`src/rtl/gate_arb_pkg.sv`:
```
// Shared opcode and FSM encodings for the gate unit arbiter.
package gate_arb_pkg;

  typedef enum logic [1:0] {
    OP_AND  = 2'b00,
    OP_OR   = 2'b01,
    OP_XOR  = 2'b10,
    OP_NAND = 2'b11
  } op_t;

  typedef enum logic [1:0] {
    IDLE = 2'b00,
    EXEC = 2'b01,
    DONE = 2'b10
  } state_t;

  localparam int unsigned CNT_W = 16;

endpackage

```
`src/rtl/logic_unit.sv`:
```
// Combinational bitwise gate unit: AND / OR / XOR / NAND of two operands.
module logic_unit
  import gate_arb_pkg::*;
#(
  parameter int unsigned WIDTH = 8
) (
  input  op_t              op,
  input  logic [WIDTH-1:0] a,
  input  logic [WIDTH-1:0] b,
  output logic [WIDTH-1:0] y
);

  always_comb begin
    y = '0;
    unique case (op)
      OP_AND:  y = a & b;
      OP_OR:   y = a | b;
      OP_XOR:  y = a ^ b;
      OP_NAND: y = ~(a & b);
      default: y = '0;
    endcase
  end

endmodule

```
`src/rtl/gate_unit_arbiter.sv`:
```
// Round-robin arbiter sharing one gate unit among N_REQ requesters.
// Optional GATE_ARB_CNT_EN adds a saturating 16-bit completed-transaction counter.
module gate_unit_arbiter
  import gate_arb_pkg::*;
#(
  parameter int unsigned N_REQ = 4,
  parameter int unsigned WIDTH = 8
) (
  input  logic                   clk,
  input  logic                   rst_n,
  input  logic [N_REQ-1:0]       req,
  input  logic [2*N_REQ-1:0]     op,
  input  logic [N_REQ*WIDTH-1:0] a_in,
  input  logic [N_REQ*WIDTH-1:0] b_in,
  output logic [N_REQ-1:0]       gnt,
  output logic [WIDTH-1:0]       y,
  output logic                   y_valid,
  output logic                   busy
`ifdef GATE_ARB_CNT_EN
  ,
  output logic [CNT_W-1:0]       txn_cnt
`endif
);

  localparam int unsigned IDX_W = (N_REQ > 1) ? $clog2(N_REQ) : 1;

  state_t           state_q, state_d;
  logic [IDX_W-1:0] ptr_q, win_q, win_d, cand;
  logic             win_found;
  op_t              op_q, sel_op;
  logic [WIDTH-1:0] a_q, b_q, sel_a, sel_b, lu_y;

  // Search starts one past the last winner and wraps, so the last winner ranks lowest.
  always_comb begin
    win_d     = ptr_q;
    win_found = 1'b0;
    cand      = '0;
    for (int unsigned i = 1; i <= N_REQ; i++) begin
      cand = IDX_W'((32'(ptr_q) + i) % N_REQ);
      if (!win_found && req[cand]) begin
        win_d     = cand;
        win_found = 1'b1;
      end
    end
  end

  always_comb begin
    sel_op = OP_AND;
    sel_a  = '0;
    sel_b  = '0;
    for (int unsigned k = 0; k < N_REQ; k++) begin
      if (IDX_W'(k) == win_d) begin
        sel_op = op_t'(op[2*k +: 2]);
        sel_a  = a_in[WIDTH*k +: WIDTH];
        sel_b  = b_in[WIDTH*k +: WIDTH];
      end
    end
  end

  always_comb begin
    state_d = state_q;
    unique case (state_q)
      IDLE:    if (|req) state_d = EXEC;
      EXEC:    state_d = DONE;
      DONE:    state_d = IDLE;
      default: state_d = IDLE;
    endcase
  end

  logic_unit #(.WIDTH(WIDTH)) u_logic_unit (
    .op (op_q),
    .a  (a_q),
    .b  (b_q),
    .y  (lu_y)
  );

  always_ff @(posedge clk or negedge rst_n) begin
    if (!rst_n) begin
      state_q <= IDLE;
      ptr_q   <= IDX_W'(N_REQ - 1);
      win_q   <= '0;
      op_q    <= OP_AND;
      a_q     <= '0;
      b_q     <= '0;
      y       <= '0;
    end else begin
      state_q <= state_d;
      if (state_q == IDLE && (|req)) begin
        win_q <= win_d;
        op_q  <= sel_op;
        a_q   <= sel_a;
        b_q   <= sel_b;
      end
      if (state_q == EXEC) y <= lu_y;
      if (state_q == DONE) ptr_q <= win_q;
    end
  end

  always_comb begin
    gnt = '0;
    if (state_q != IDLE) gnt[win_q] = 1'b1;
  end

  assign y_valid = (state_q == DONE);
  assign busy    = (state_q != IDLE);

`ifdef GATE_ARB_CNT_EN
  always_ff @(posedge clk or negedge rst_n) begin
    if (!rst_n) begin
      txn_cnt <= '0;
    end else if (state_q == DONE && txn_cnt != '1) begin
      txn_cnt <= txn_cnt + 1'b1;
    end
  end
`endif

endmodule

```
`config.mk`:
```
export PLATFORM = sky130hd
export DESIGN_NAME = gate_unit_arbiter
export DESIGN_NICKNAME = d
export VERILOG_FILES = /design/src/rtl/gate_arb_pkg.sv /design/src/rtl/logic_unit.sv /design/src/rtl/gate_unit_arbiter.sv
export SDC_FILE = /design/constraint.sdc
export NUM_CORES = 1
export LEC_CHECK = 0
export ABC_CLOCK_PERIOD_IN_PS = 3700
export BUFFER_PORTS_ARGS = -buffer_cell sky130_fd_sc_hd__buf_4
export CAP_MARGIN = 20
export CORE_UTILIZATION = 40
export DETAILED_ROUTE_END_ITERATION = 12
export HOLD_SLACK_MARGIN = 0.05
export PLACE_DENSITY = 0.68
export SYNTH_ARGS = -nofsm -noshare
export SYNTH_HDL_FRONTEND = slang
export SYNTH_SLANG_ARGS = --single-unit
```
`constraint.sdc`:
```
create_clock -name clk -period 3.7 [get_ports clk]
set_clock_uncertainty 0.2 [all_clocks]
set_input_delay 0 -clock clk [delete_from_list [all_inputs] [get_ports clk]]
set_output_delay 0 -clock clk [all_outputs]
set_load 0.01 [all_outputs]
```
## After elaboration in Yosys (flattened, before gate mapping)

Index checks and enable logic that the tools add are counted.

| cells by class | value |
|---|---|
| add/subtract/negate cells | 4 |
| reductions and logical operators | 13 |
| magnitude comparators | 6 |
| muxes and demuxes | 33 |
| eq/ne operators | 9 |
| bitwise gates (word level) | 4 |

Operators with widths:

| kind | number |
|---|---|
| $mux W8 | 8 |
| $pmux W8 S4 | 1 |
| $mux W2 | 9 |
| $lt A2 B3 Y1 const B | 5 |
| $and A8 B8 Y8 | 1 |
| $bmux W1 S2 | 4 |
| $mux W1 | 8 |
| $not A8 Y8 | 1 |
| $or A8 B8 Y8 | 1 |
| $xor A8 B8 Y8 | 1 |
| $eq A2 B2 Y1 const B | 3 |
| $logic_not A2 Y1 | 3 |
| $logic_and A1 B1 Y1 | 5 |
| $add A2 B1 Y2 const B | 2 |
| $add A2 B2 Y2 const B | 2 |
| $eq A2 B1 Y1 const B | 2 |
| $eq A2 B2 Y1 const A | 2 |
| $mux W4 | 1 |
| $pmux W2 S2 | 1 |
| $reduce_or A4 Y1 | 1 |
| $logic_not A1 Y1 | 3 |
| $demux W1 S2 | 1 |
| $eq A1 B2 Y1 const A | 1 |
| $ge A2 B1 Y1 const B | 1 |
| 2 further kinds | 2 |

| word-level totals | value |
|---|---|
| bits in registers | 32 |
| output and inout port bits | 14 |

## Depth between registers and ports, before layout

Gate-level depths: netlist of run 1.

| logic depth | value |
|---|---|
| depth in word-level cells | 18 |
| mapped depth | 8 |
| gate-level depth less buffers | 6 |

## Hierarchy

A second synthesis of run 1 with hierarchy kept.

| unflattened totals | value |
|---|---|
| cells, all modules | 217 |
| area total of the unflattened synthesis | 2317.2 um2 |

By module, submodules not included:

| module | seq. area each (um2) | cells an instance | area an instance (um2) | times used |
|---|---|---|---|---|
| gate_unit_arbiter | 803.3 | 158 | 1764.2 | 1 |
| logic_unit | 0.0 | 59 | 553.0 | 1 |

## Worst setup path before layout of run 1

OpenSTA, ideal clock, no wires.

| path | value |
|---|---|
| path type | register to register |
| start | register ptr_q[1] |
| end | register a_q[0] |
| clock period less this slack | 1.973 ns |
| stages on the path, launching flop included | 9 |
| path buffers | 3 |
| slack | 1.727 ns |
| library setup time | 0.138 ns |
| data arrival time | 1.635 ns |
| data required time | 3.362 ns |
| path through | dfstp_2 -> buf_6 -> mux2i_1 -> nor2_1 -> nor3_2 -> buf_6 -> buf_12 -> mux2i_1 -> o221ai_1 |

| on the way | value |
|---|---|
| word-level cells in the longest chain between the ends | 18 |
| elaborated cells between the ends (all ways) | 33 |

RTL lines:

| what | line | source |
|---|---|---|
| from (decl) | gate_unit_arbiter.sv:28 | `logic [IDX_W-1:0] ptr_q, win_q, win_d, cand;` |
| from (signal assigned) | gate_unit_arbiter.sv:80 | `ptr_q <= IDX_W'(N_REQ - 1);` |
| from (signal assigned) | gate_unit_arbiter.sv:95 | `if (state_q == DONE) ptr_q <= win_q;` |
| $add A2 B1 Y2 | gate_unit_arbiter.sv:39 | `cand = IDX_W'((32'(ptr_q) + i) % N_REQ);` |
| $bmux W1 S2 | gate_unit_arbiter.sv:40 | `if (!win_found && req[cand]) begin` |
| $mux W1 (not written as such) | gate_unit_arbiter.sv:40 |  |
| $mux W1 | gate_unit_arbiter.sv:40 |  |
| $logic_not A1 Y1 | gate_unit_arbiter.sv:40 |  |
| $logic_and A1 B1 Y1 | gate_unit_arbiter.sv:40 |  |
| $mux W1 | gate_unit_arbiter.sv:40 |  |
| $logic_not A1 Y1 | gate_unit_arbiter.sv:40 |  |
| $logic_and A1 B1 Y1 | gate_unit_arbiter.sv:40 |  |
| $mux W1 | gate_unit_arbiter.sv:40 |  |
| $logic_not A1 Y1 | gate_unit_arbiter.sv:40 |  |
| $logic_and A1 B1 Y1 | gate_unit_arbiter.sv:40 |  |
| $mux W2 (*) | gate_unit_arbiter.sv:40 |  |
| $logic_not A2 Y1 | gate_unit_arbiter.sv:52 | `if (IDX_W'(k) == win_d) begin` |
| $mux W8 (3 in a row) | gate_unit_arbiter.sv:52 |  |
| $mux W8 (*) | gate_unit_arbiter.sv:52 |  |
| to (signal assigned) | gate_unit_arbiter.sv:91 | `a_q <= sel_a;` |
| to (decl) | gate_unit_arbiter.sv:31 | `logic [WIDTH-1:0] a_q, b_q, sel_a, sel_b, lu_y;` |

Every way passes the cells marked *; elsewhere a longest branch is shown, timed or not. The select of a mux whose other input is x is not followed.
A chain may end at the register's enable or synchronous reset.

## Worst setup path after layout of run 1

| path | value |
|---|---|
| start | register ptr_q[1] |
| end | register a_q[4] |

Same word-level chain as after synthesis.

==> results.py, run 1 <==
metrics = {
    "run_status": {
        "status": "completed",
    },
    "detailed_routing": {
        "wl_per_cell_microns": 13.74,
        "vias": 2209,
        "top_layer_used": "met4",
        "drt_wl_total_mm": 6.142,
        "viasPerCell": 4.942,
        "m1WireLength_mm": 2.653,
        "wl_met3_microns": 357,
        "drc_errors": 0,
        "wl_met2_mm": 2.994,
        "detail-route-antenna-nets": 0,
        "dr.pass1.iters": 4,
        "drt_iter0_markers": 90,
    },
    "worst_hold_path": {
        "hold_depth": 4,
        "min_from": "req[2]",
        "hold_class": "in -> reg",
    },
    "cts": {
        "cts_buffer_depth": 2,
        "root_buffer": "clkbuf_8",
        "cts_tree": "yes",
        "htree_levels": 2,
        "clkTransAtPathRegs_ns": 0.07,
        "cts.sinks": 32,
        "numCtsBuffers": 5,
        "clock_latency_ns": 0.28,
    },
    "synthesis": {
        "yosysWarnings": 0,
        "synth_area_leaders": "dfrtp_1 (32%), mux2i_1 (15%), mux2_2 (8.6%)",
        "ys_types": 31,
        "synth_top_family_by_area": "multiplexers",
        "yosysSeqAreaShare": 0.3415,
        "avgSynthCellArea_sq_um": 10.05,
        "synth_xor_area_frac": 0,
        "synth-simple-area-share": 0.1112,
        "synth_compound_area_frac": 0.1191,
        "synth_top_area_frac": 0.3191,
        "syn_inst": 234,
        "synth_area_leader_cell": "dfrtp_1",
        "ys_ff_latch": 32,
        "synthMuxAreaShare": 0.2394,
        "yosys.area_share.adder": 0.08511,
        "synthesis.nets": 328,
        "syn_area_sq_um": 2352,
    },
    "timing": {
        "hold_viol_final": 0,
        "fin_setup_tns_ns": 0,
        "worst_pin_slew_ns": 0.7982,
        "slew_headroom": 0.4678,
        "period_share": 0.9391,
        "drv_slew": 0,
        "grt_setup_unrepaired": "false",
        "max_clock_freq_mhz": 287.8,
        "min_period_ns": 3.475,
        "hold_ws_ns": 0.09446,
        "finalSetupViolCount": 0,
    },
    "global_route": {
        "grt_max_degree": 34,
        "grt_pass1_vias": 2199,
        "grt_first_pass_wirelength_mm": 10.07,
        "grt-ovfl-total": 0,
        "antenna_found_initial": 0,
        "grt_usage": 0.2130,
    },
    "worst_setup_path": {
        "crit_type": "reg -> reg",
        "worstPathArrival_ns": 3.44,
        "startpoint_type": "flop",
        "worstReg2RegEnd": "a_q[4]",
        "cp-end-kind": "flop",
        "crit_path_end": "a_q[4]",
        "r2r_slack_ns": 0.23,
        "r2r_cells": 8,
        "r2r_start": "ptr_q[1]",
        "path_max_fanout": 33,
        "crit_path_start": "ptr_q[1]",
        "crit_required_ns": 3.67,
    },
    "layout": {
        "final_cell_area_sq_um": 3647,
        "num-nets-final": 469,
        "area_delta_synth_final_pct": 55.05,
        "utilization": 0.6543,
        "antenna_cells": 0,
        "fillers": 458,
        "drive_gt1_frac": 0.3307,
        "layout_common_cells": "buf_4 (91), dlygate4sd3_1 (56), nand2_1 (39)",
        "layout_commonest_cell": "buf_4",
    },
    "placement": {
        "place.gp.congestion": 0.7667,
        "place_area_sq_um": 2967,
        "place_hpwl_mm": 3.957,
        "numPortBuffers": 91,
    },
    "die": {
        "core_sq_um": 5574,
        "die_area_sq_um": 6191,
        "rows": 27,
        "io_pins": 92,
        "initial_utilization": 0.4220,
        "die_w_microns": 78.69,
        "die_y_microns": 78.69,
    },
    "pwr": {
        "power_uw": 2671,
        "irDropWorstVdd_uv": 369.1,
        "leakagePower_uw": 0.001838,
        "power-per-cell-area_nw_per_um2": 732.3,
    },
    "job": {
        "max-cap-violations": 0,
    },
}
==> where the power goes <==
group	switching, uW	internal [uW]
combinational	707	941
clock	125	166
sequential	194	539
==> cell usage after synthesis (all sizes together) <==
cell         instances
dlygate4sd1          1
clkbuf               5
nand2               40
nor3                 3
nand3b               1
nor2                 4
a31oi                1
o21bai               1
inv                 19
and3                 1
ha                  16
dfstp                2
buf                  9
a21oi                1
dfrtp               30
mux2i               36
nor4                 1
nor3b                1
o221ai              18
o31a                 1
nor4b                1
o21ai               17
nand2b               5
a21o                 1
nor2b                1
mux2                18
==> what timing repair did <==
item / CTS / global route
hold buffers: 57 / 0
gates resized for setup: 0 / 1
hold endpoints to repair: 50 / 0
buffers inserted: 0 / 0
setup endpoints to repair: 0 / 8
==> sequential cells by signal, summed over array words and instances, names as in the netlist <==
| name | cells |
|---|---|
| state_q | 2 |
| ptr_q | 2 |
| win_q | 2 |
| b_q | 8 |
| y | 8 |
| a_q | 8 |
| op_q | 2 |
==> critical path: stages, from the launching register on <==
cell	delay (ns)
dfstp_2	0.60
mux2i_1	0.20
nor2_1	0.11
nor3_4	0.27
buf_6	0.39
mux2i_1	0.27
dlygate4sd3_1	0.58
o221ai_1	0.13
dlygate4sd3_1	0.61
==> logic make-up (layout without fill, tap and decap cells) <==
| kind of cell | count (synthesis) | count (layout) |
|---|---|---|
| AND/OR/NAND/NOR | 58 | 58 |
| flip-flops | 32 | 32 |
| AO/OA/AOI/OAI | 40 | 40 |
| multiplexers | 54 | 54 |
| buffers and inverters | 34 | 175 |
| adder cells (fa/ha/maj) | 16 | 16 |
==> per-layer routing <==
metal,up-vias,GRT usage
met5,-,0
met4,0,0.09259
met3,13,0.04302
met2,82,0.3443
met1,1009,0.2733
li1,1105,-
==> worst min-delay path by stage <==
stage / endpoint / slack [ns]
after floorplan: a_q[0] / -0.50
after global routing: win_q[0] / 0.17
after detailed placement: a_q[7] / -0.24
after global placement: a_q[7] / -0.23
final: win_q[0] / 0.09
after CTS: win_q[0] / 0.06
==> area by class of cell <==
class | instances | area [sq um] | area share
multi-input cells | 168 | 1311 | 0.3595
clock buffers | 7 | 96.34 | 0.02642
flip-flops and latches | 32 | 803.3 | 0.2202
repair buffers | 149 | 1275 | 0.3496
well taps | 72 | 90.09 | 0.02470
inverters | 19 | 71.32 | 0.01955
==> per-stage QoR <==
stage / worst slack (ns) / cells
after floorplan: 1.727 / 234
after global placement: 1.098 / 383
after detailed placement: 1.096 / 383
after CTS: 0.1818 / 447
after global routing: 0.06061 / 447
final: 0.2255 / 447
(Power assumes the default switching activity.)
==> run 2: changes to the inputs <==
--- a/config.mk
+++ b/config.mk
@@ -11,7 +11,7 @@
 export CORE_UTILIZATION = 40
 export DETAILED_ROUTE_END_ITERATION = 12
 export HOLD_SLACK_MARGIN = 0.05
-export PLACE_DENSITY = 0.68
+export PLACE_DENSITY = 0.72
 export SYNTH_ARGS = -nofsm -noshare
 export SYNTH_HDL_FRONTEND = slang
 export SYNTH_SLANG_ARGS = --single-unit
==> constraint.sdc (replaced) <==
create_clock -name clk -period 3.7 [get_ports clk]
set_clock_uncertainty 0.2 [all_clocks]
set_input_delay 0 -clock clk [delete_from_list [all_inputs] [get_ports clk]]
set_output_delay 0 -clock clk [all_outputs]
set_load 0.02 [all_outputs]
==> results.py, run 2 (synthesized netlist as in run 1, its figures left out) <==
metrics = {
    "timing": {
        "min_period_ns": 3.269,
        "period_share": 0.8835,
        "hold_viol_final": 0,
        "max_clock_freq_mhz": 305.9,
        "slew_headroom": 0.4244,
        "drv_slew": 0,
        "finalSetupViolCount": 0,
        "fin_setup_tns_ns": 0,
        "hold_ws_ns": 0.2644,
        "grt_setup_unrepaired": "false",
        "worst_pin_slew_ns": 0.8635,
    },
    "worst_setup_path": {
        "path_max_fanout": 26,
        "crit_required_ns": 3.67,
        "cp-end-kind": "flop",
        "crit_type": "reg -> reg",
        "worstPathArrival_ns": 3.24,
        "startpoint_type": "flop",
    },
    "global_route": {
        "grt_max_degree": 31,
        "antenna_found_initial": 0,
        "grt_pass1_vias": 2387,
        "grt_usage": 0.2249,
        "grt-ovfl-total": 0,
        "grt_first_pass_wirelength_mm": 10.74,
    },
    "layout": {
        "top_regs": "a_q: 8 flops, b_q: 8 flops, y: 8 flops",
        "drive_gt1_frac": 0.3289,
        "area_delta_synth_final_pct": 55.11,
        "antenna_cells": 0,
        "layout_commonest_cell": "buf_4",
        "num-nets-final": 470,
        "layout_common_cells": "buf_4 (92), dlygate4sd3_1 (56), nand2_1 (39)",
    },
    "cts": {
        "cts.sinks": 32,
        "cts_buffer_depth": 2,
        "numCtsBuffers": 5,
        "cts.repair.resized": 0,
        "clock_latency_ns": 0.28,
        "htree_levels": 2,
        "clkTransAtPathRegs_ns": 0.07,
        "root_buffer": "clkbuf_8",
        "cts_tree": "yes",
    },
    "placement": {
        "numPortBuffers": 91,
        "place.gp.congestion": 0.7992,
        "place_hpwl_mm": 3.936,
    },
    "detailed_routing": {
        "drc_errors": 0,
        "detail-route-antenna-nets": 0,
        "drt_wl_total_mm": 6.401,
        "vias": 2248,
        "wl_per_cell_microns": 14.26,
        "drt_iter0_markers": 113,
        "dr.pass1.iters": 4,
        "viasPerCell": 5.007,
    },
    "pwr": {
        "leakagePower_uw": 0.001838,
        "p_seq_frac": 0.267,
        "switching_share": 0.4030,
        "internal_power_uw": 1634,
        "p_clk_frac": 0.094,
        "power_frac_comb": 0.638,
        "power-per-cell-area_nw_per_um2": 750.4,
        "irDropWorstVdd_uv": 409.2,
        "power_switching_uw": 1103,
    },
    "die": {
        "core_sq_um": 5574,
        "initial_utilization": 0.4220,
        "die_y_microns": 78.69,
        "rows": 27,
        "die_w_microns": 78.69,
        "die_area_sq_um": 6191,
        "io_pins": 92,
    },
    "worst_hold_path": {
        "hold_class": "in -> reg",
    },
    "run_status": {
        "status": "completed",
    },
    "job": {
        "max-cap-violations": 0,
    },
}
-- run 2: layer usage --
layer	up-vias	share of wire	GRT usage
li1	1117	-	-
met1	1040	0.43	0.2714
met2	79	0.50	0.3904
met3	12	0.051	0.04419
met4	0	0.019	0.08704
met5	-	0	0
-- run 2: repair_timing --
| item | CTS | global route |
|---|---|---|
| hold buffers | 57 | 0 |
| buffers inserted | 0 | 1 |
| endpoints found under the setup margin | 0 | 13 |
| endpoints found under the hold margin | 50 | 0 |
-- run 2: final timing paths --
check	start	end	slack (ns)	cells past startpoint
max	ptr_q[1]	b_q[7]	0.43	8
min	req[1]	win_q[1]	0.26	5
max reg2reg	ptr_q[1]	b_q[7]	0.43	8
min reg2reg	y[6]	y[6]	0.28	2
max in group asynchronous	rst_n	y[5]	2.52	4
min in group asynchronous	rst_n	ptr_q[1]	0.61	3
-- run 2: cell type report --
cell class              count  area, sq um
fillers                   453         1926
multi-input cells         168         1311
repair buffers            150         1291
flip-flops and latches     32        803.3
well taps                  72        90.09
clock buffers               7        76.32
inverters                  19        71.32
clock inverters             1        5.005
-- run 2: power by group through the flow --
stage	combinational, uW	clock [uW]	sequential (uW)
floorplan	1130	0	691
global placement	1320	0	730
detailed placement	1360	0	737
CTS	1700	264	730
global route	1920	286	767
finish	1750	258	732
-- run 2: stage by stage --
| step | utilization | worst slack (ns) | cell area [sq um] | instances | power, uW |
|---|---|---|---|---|---|
| 2_1_floorplan | - | 1.727 | 2352 | 234 | 1825 |
| 3_3_place_gp | 0.5345 | 1.081 | 2979 | 383 | 2048 |
| 3_5_place_dp | 0.5345 | 1.053 | 2979 | 383 | 2098 |
| 4_1_cts | 0.6532 | 0.1167 | 3641 | 448 | 2697 |
| 5_1_grt | 0.6545 | 0.2585 | 3649 | 449 | 2975 |
| 6_report | 0.6545 | 0.4309 | 3649 | 449 | 2738 |
-- run 2: worst max-delay path, stage by stage, from the launching register on --
cell,delay (ns)
dfstp_2,0.60
mux2i_1,0.20
nor2_1,0.10
nor3_4,0.28
buf_12,0.24
mux2i_1,0.25
dlygate4sd3_1,0.58
o221ai_1,0.10
dlygate4sd3_1,0.58
==> run 3: changes to the inputs <==
--- a/config.mk
+++ b/config.mk
@@ -8,10 +8,10 @@
 export ABC_CLOCK_PERIOD_IN_PS = 3700
 export BUFFER_PORTS_ARGS = -buffer_cell sky130_fd_sc_hd__buf_4
 export CAP_MARGIN = 20
-export CORE_UTILIZATION = 40
+export CORE_UTILIZATION = 35
 export DETAILED_ROUTE_END_ITERATION = 12
 export HOLD_SLACK_MARGIN = 0.05
-export PLACE_DENSITY = 0.72
+export PLACE_DENSITY = 0.65
 export SYNTH_ARGS = -nofsm -noshare
 export SYNTH_HDL_FRONTEND = slang
 export SYNTH_SLANG_ARGS = --single-unit
==> results.py, run 3 (synthesized netlist as in run 1, its figures left out) <==
metrics = {
    "run_status": {
        "status": "finished, violations left",
        "violations": "design-rule violations",
    },
    "layout": {
        "area_delta_synth_final_pct": 55.21,
        "layout_commonest_cell": "buf_4",
        "top_regs": "a_q: 8 flops, b_q: 8 flops, y: 8 flops",
        "antenna_cells": 0,
        "layout_common_cells": "buf_4 (93), dlygate4sd3_1 (56), nand2_1 (39)",
        "fillers": 580,
        "num-nets-final": 470,
        "utilization": 0.5685,
        "layout.cells.non_filler": 454,
        "drive_gt1_frac": 0.3289,
    },
    "worst_setup_path": {
        "startpoint_type": "flop",
        "path_cells": "mux2i_1 > nor2_1 > nor3_4 > buf_4 > mux2i_1 > dlygate4sd3_1 > o221ai_1 > dlygate4sd3_1",
        "cp_slowest_cell": "dfstp_2",
        "r2r_cells": 8,
        "crit_required_ns": 3.67,
        "cp-end-kind": "flop",
        "worstPathArrival_ns": 3.27,
        "path_max_fanout": 22,
        "slowest_delay_ns": 0.60,
        "crit_type": "reg -> reg",
    },
    "cts": {
        "htree_levels": 2,
        "cts.sinks": 32,
        "cts_tree": "yes",
        "cts_buffer_depth": 2,
        "clkTransAtPathRegs_ns": 0.07,
        "root_buffer": "clkbuf_8",
        "clock_latency_ns": 0.28,
        "numCtsBuffers": 5,
    },
    "timing": {
        "slew_headroom": 0.4987,
        "worst_pin_slew_ns": 0.7519,
        "fin_setup_tns_ns": 0,
        "period_share": 0.8912,
        "hold_viol_final": 0,
        "max_clock_freq_mhz": 303.3,
        "min_period_ns": 3.297,
        "drv_slew": 0,
        "grt_setup_unrepaired": "false",
        "finalSetupViolCount": 0,
    },
    "pwr": {
        "leakagePower_uw": 0.001837,
        "switching_share": 0.3972,
        "power_frac_comb": 0.626,
        "internal_power_uw": 1636,
        "p_clk_frac": 0.104,
        "p_seq_frac": 0.270,
        "irDropWorstVdd_uv": 293.4,
        "power_switching_uw": 1078,
        "power-per-cell-area_nw_per_um2": 743.3,
    },
    "detailed_routing": {
        "vias": 2224,
        "viasPerCell": 4.899,
        "detail-route-antenna-nets": 0,
        "drt_wl_total_mm": 6.116,
        "wl_met2_mm": 3.049,
        "wl_met3_microns": 267,
        "drc_errors": 9,
        "dr.pass1.iters": 10,
        "wl_per_cell_microns": 13.47,
        "drt_iter0_markers": 128,
        "top_layer_used": "met4",
        "m1WireLength_mm": 2.699,
    },
    "placement": {
        "numPortBuffers": 91,
        "place_hpwl_mm": 4.134,
        "place.gp.congestion": 0.6987,
        "dp_cells": 389,
    },
    "worst_hold_path": {
        "hold_class": "in -> reg",
        "hold_depth": 5,
    },
    "die": {
        "core_sq_um": 6422,
        "die_y_microns": 83.98,
        "initial_utilization": 0.3663,
        "rows": 29,
        "io_pins": 92,
        "die_w_microns": 83.98,
        "die_area_sq_um": 7053,
    },
    "global_route": {
        "grt_pass1_vias": 2318,
        "antenna_found_initial": 0,
        "grt_max_degree": 31,
        "grt-ovfl-total": 0,
        "grt_first_pass_wirelength_mm": 10.31,
        "grt_usage": 0.1855,
    },
    "job": {
        "max-cap-violations": 0,
    },
}
run 3: what timing repair did:
item	CTS	global route
endpoints found under the hold margin	50	0
resized for setup	0	0
hold buffers	57	0
setup buffers	0	0
run 3: cell type report:
cell class              instances  area [sq um]  share of cell area
clock buffers                   8         90.09             0.02467
inverters                      19         71.32             0.01953
multi-input cells             168          1311              0.3592
flip-flops and latches         32         803.3              0.2200
well taps                      77         96.34             0.02639
repair buffers                150          1279              0.3502
run 3: critical path, delay by kind of cell (launching register included):
kind / cells / cell delay, ns
AO/OA/AOI/OAI: 1 / 0.12
buffers and inverters: 3 / 1.52
flip-flops: 1 / 0.60
multiplexers: 2 / 0.44
AND/OR/NAND/NOR: 2 / 0.28
run 3: power groups by stage:
stage | Sequential (uW) | Combinational (uW) | Clock [uW]
2_1_floorplan | 691 | 1130 | 0
5_1_grt | 765 | 1890 | 301
3_3_place_gp | 729 | 1320 | 0
3_5_place_dp | 741 | 1350 | 0
4_1_cts | 732 | 1690 | 283
6_report | 733 | 1700 | 282
run 3: final timing paths:
| check | from | to | slack (ns) |
|---|---|---|---|
| max | ptr_q[1] | a_q[4] | 0.40 |
| min | req[1] | win_q[1] | 0.25 |
| max reg2reg | ptr_q[1] | a_q[4] | 0.40 |
| min reg2reg | y[6] | y[6] | 0.28 |
| max in group asynchronous | rst_n | b_q[3] | 2.56 |
| min in group asynchronous | rst_n | ptr_q[1] | 0.58 |
run 3: per-layer routing:
layer  up-vias  track usage
li1       1108            -
met1      1045       0.2304
met5         -            0
met4         0      0.06270
met2        63       0.3174
met3         8      0.04055
run 3: stage by stage:
| stage | cell area (sq um) | setup slack, ns | total power, uW | hold WS [ns] |
|---|---|---|---|---|
| after floorplan | 2352 | 1.727 | 1825 | -0.4956 |
| after global placement | 2980 | 1.212 | 2047 | -0.2366 |
| after detailed placement | 2980 | 1.213 | 2092 | -0.2351 |
| after CTS | 3651 | 0.4014 | 2707 | 0.2451 |
| after global routing | 3651 | 0.2849 | 2952 | 0.3031 |
| final | 3651 | 0.4027 | 2714 | 0.2518 |
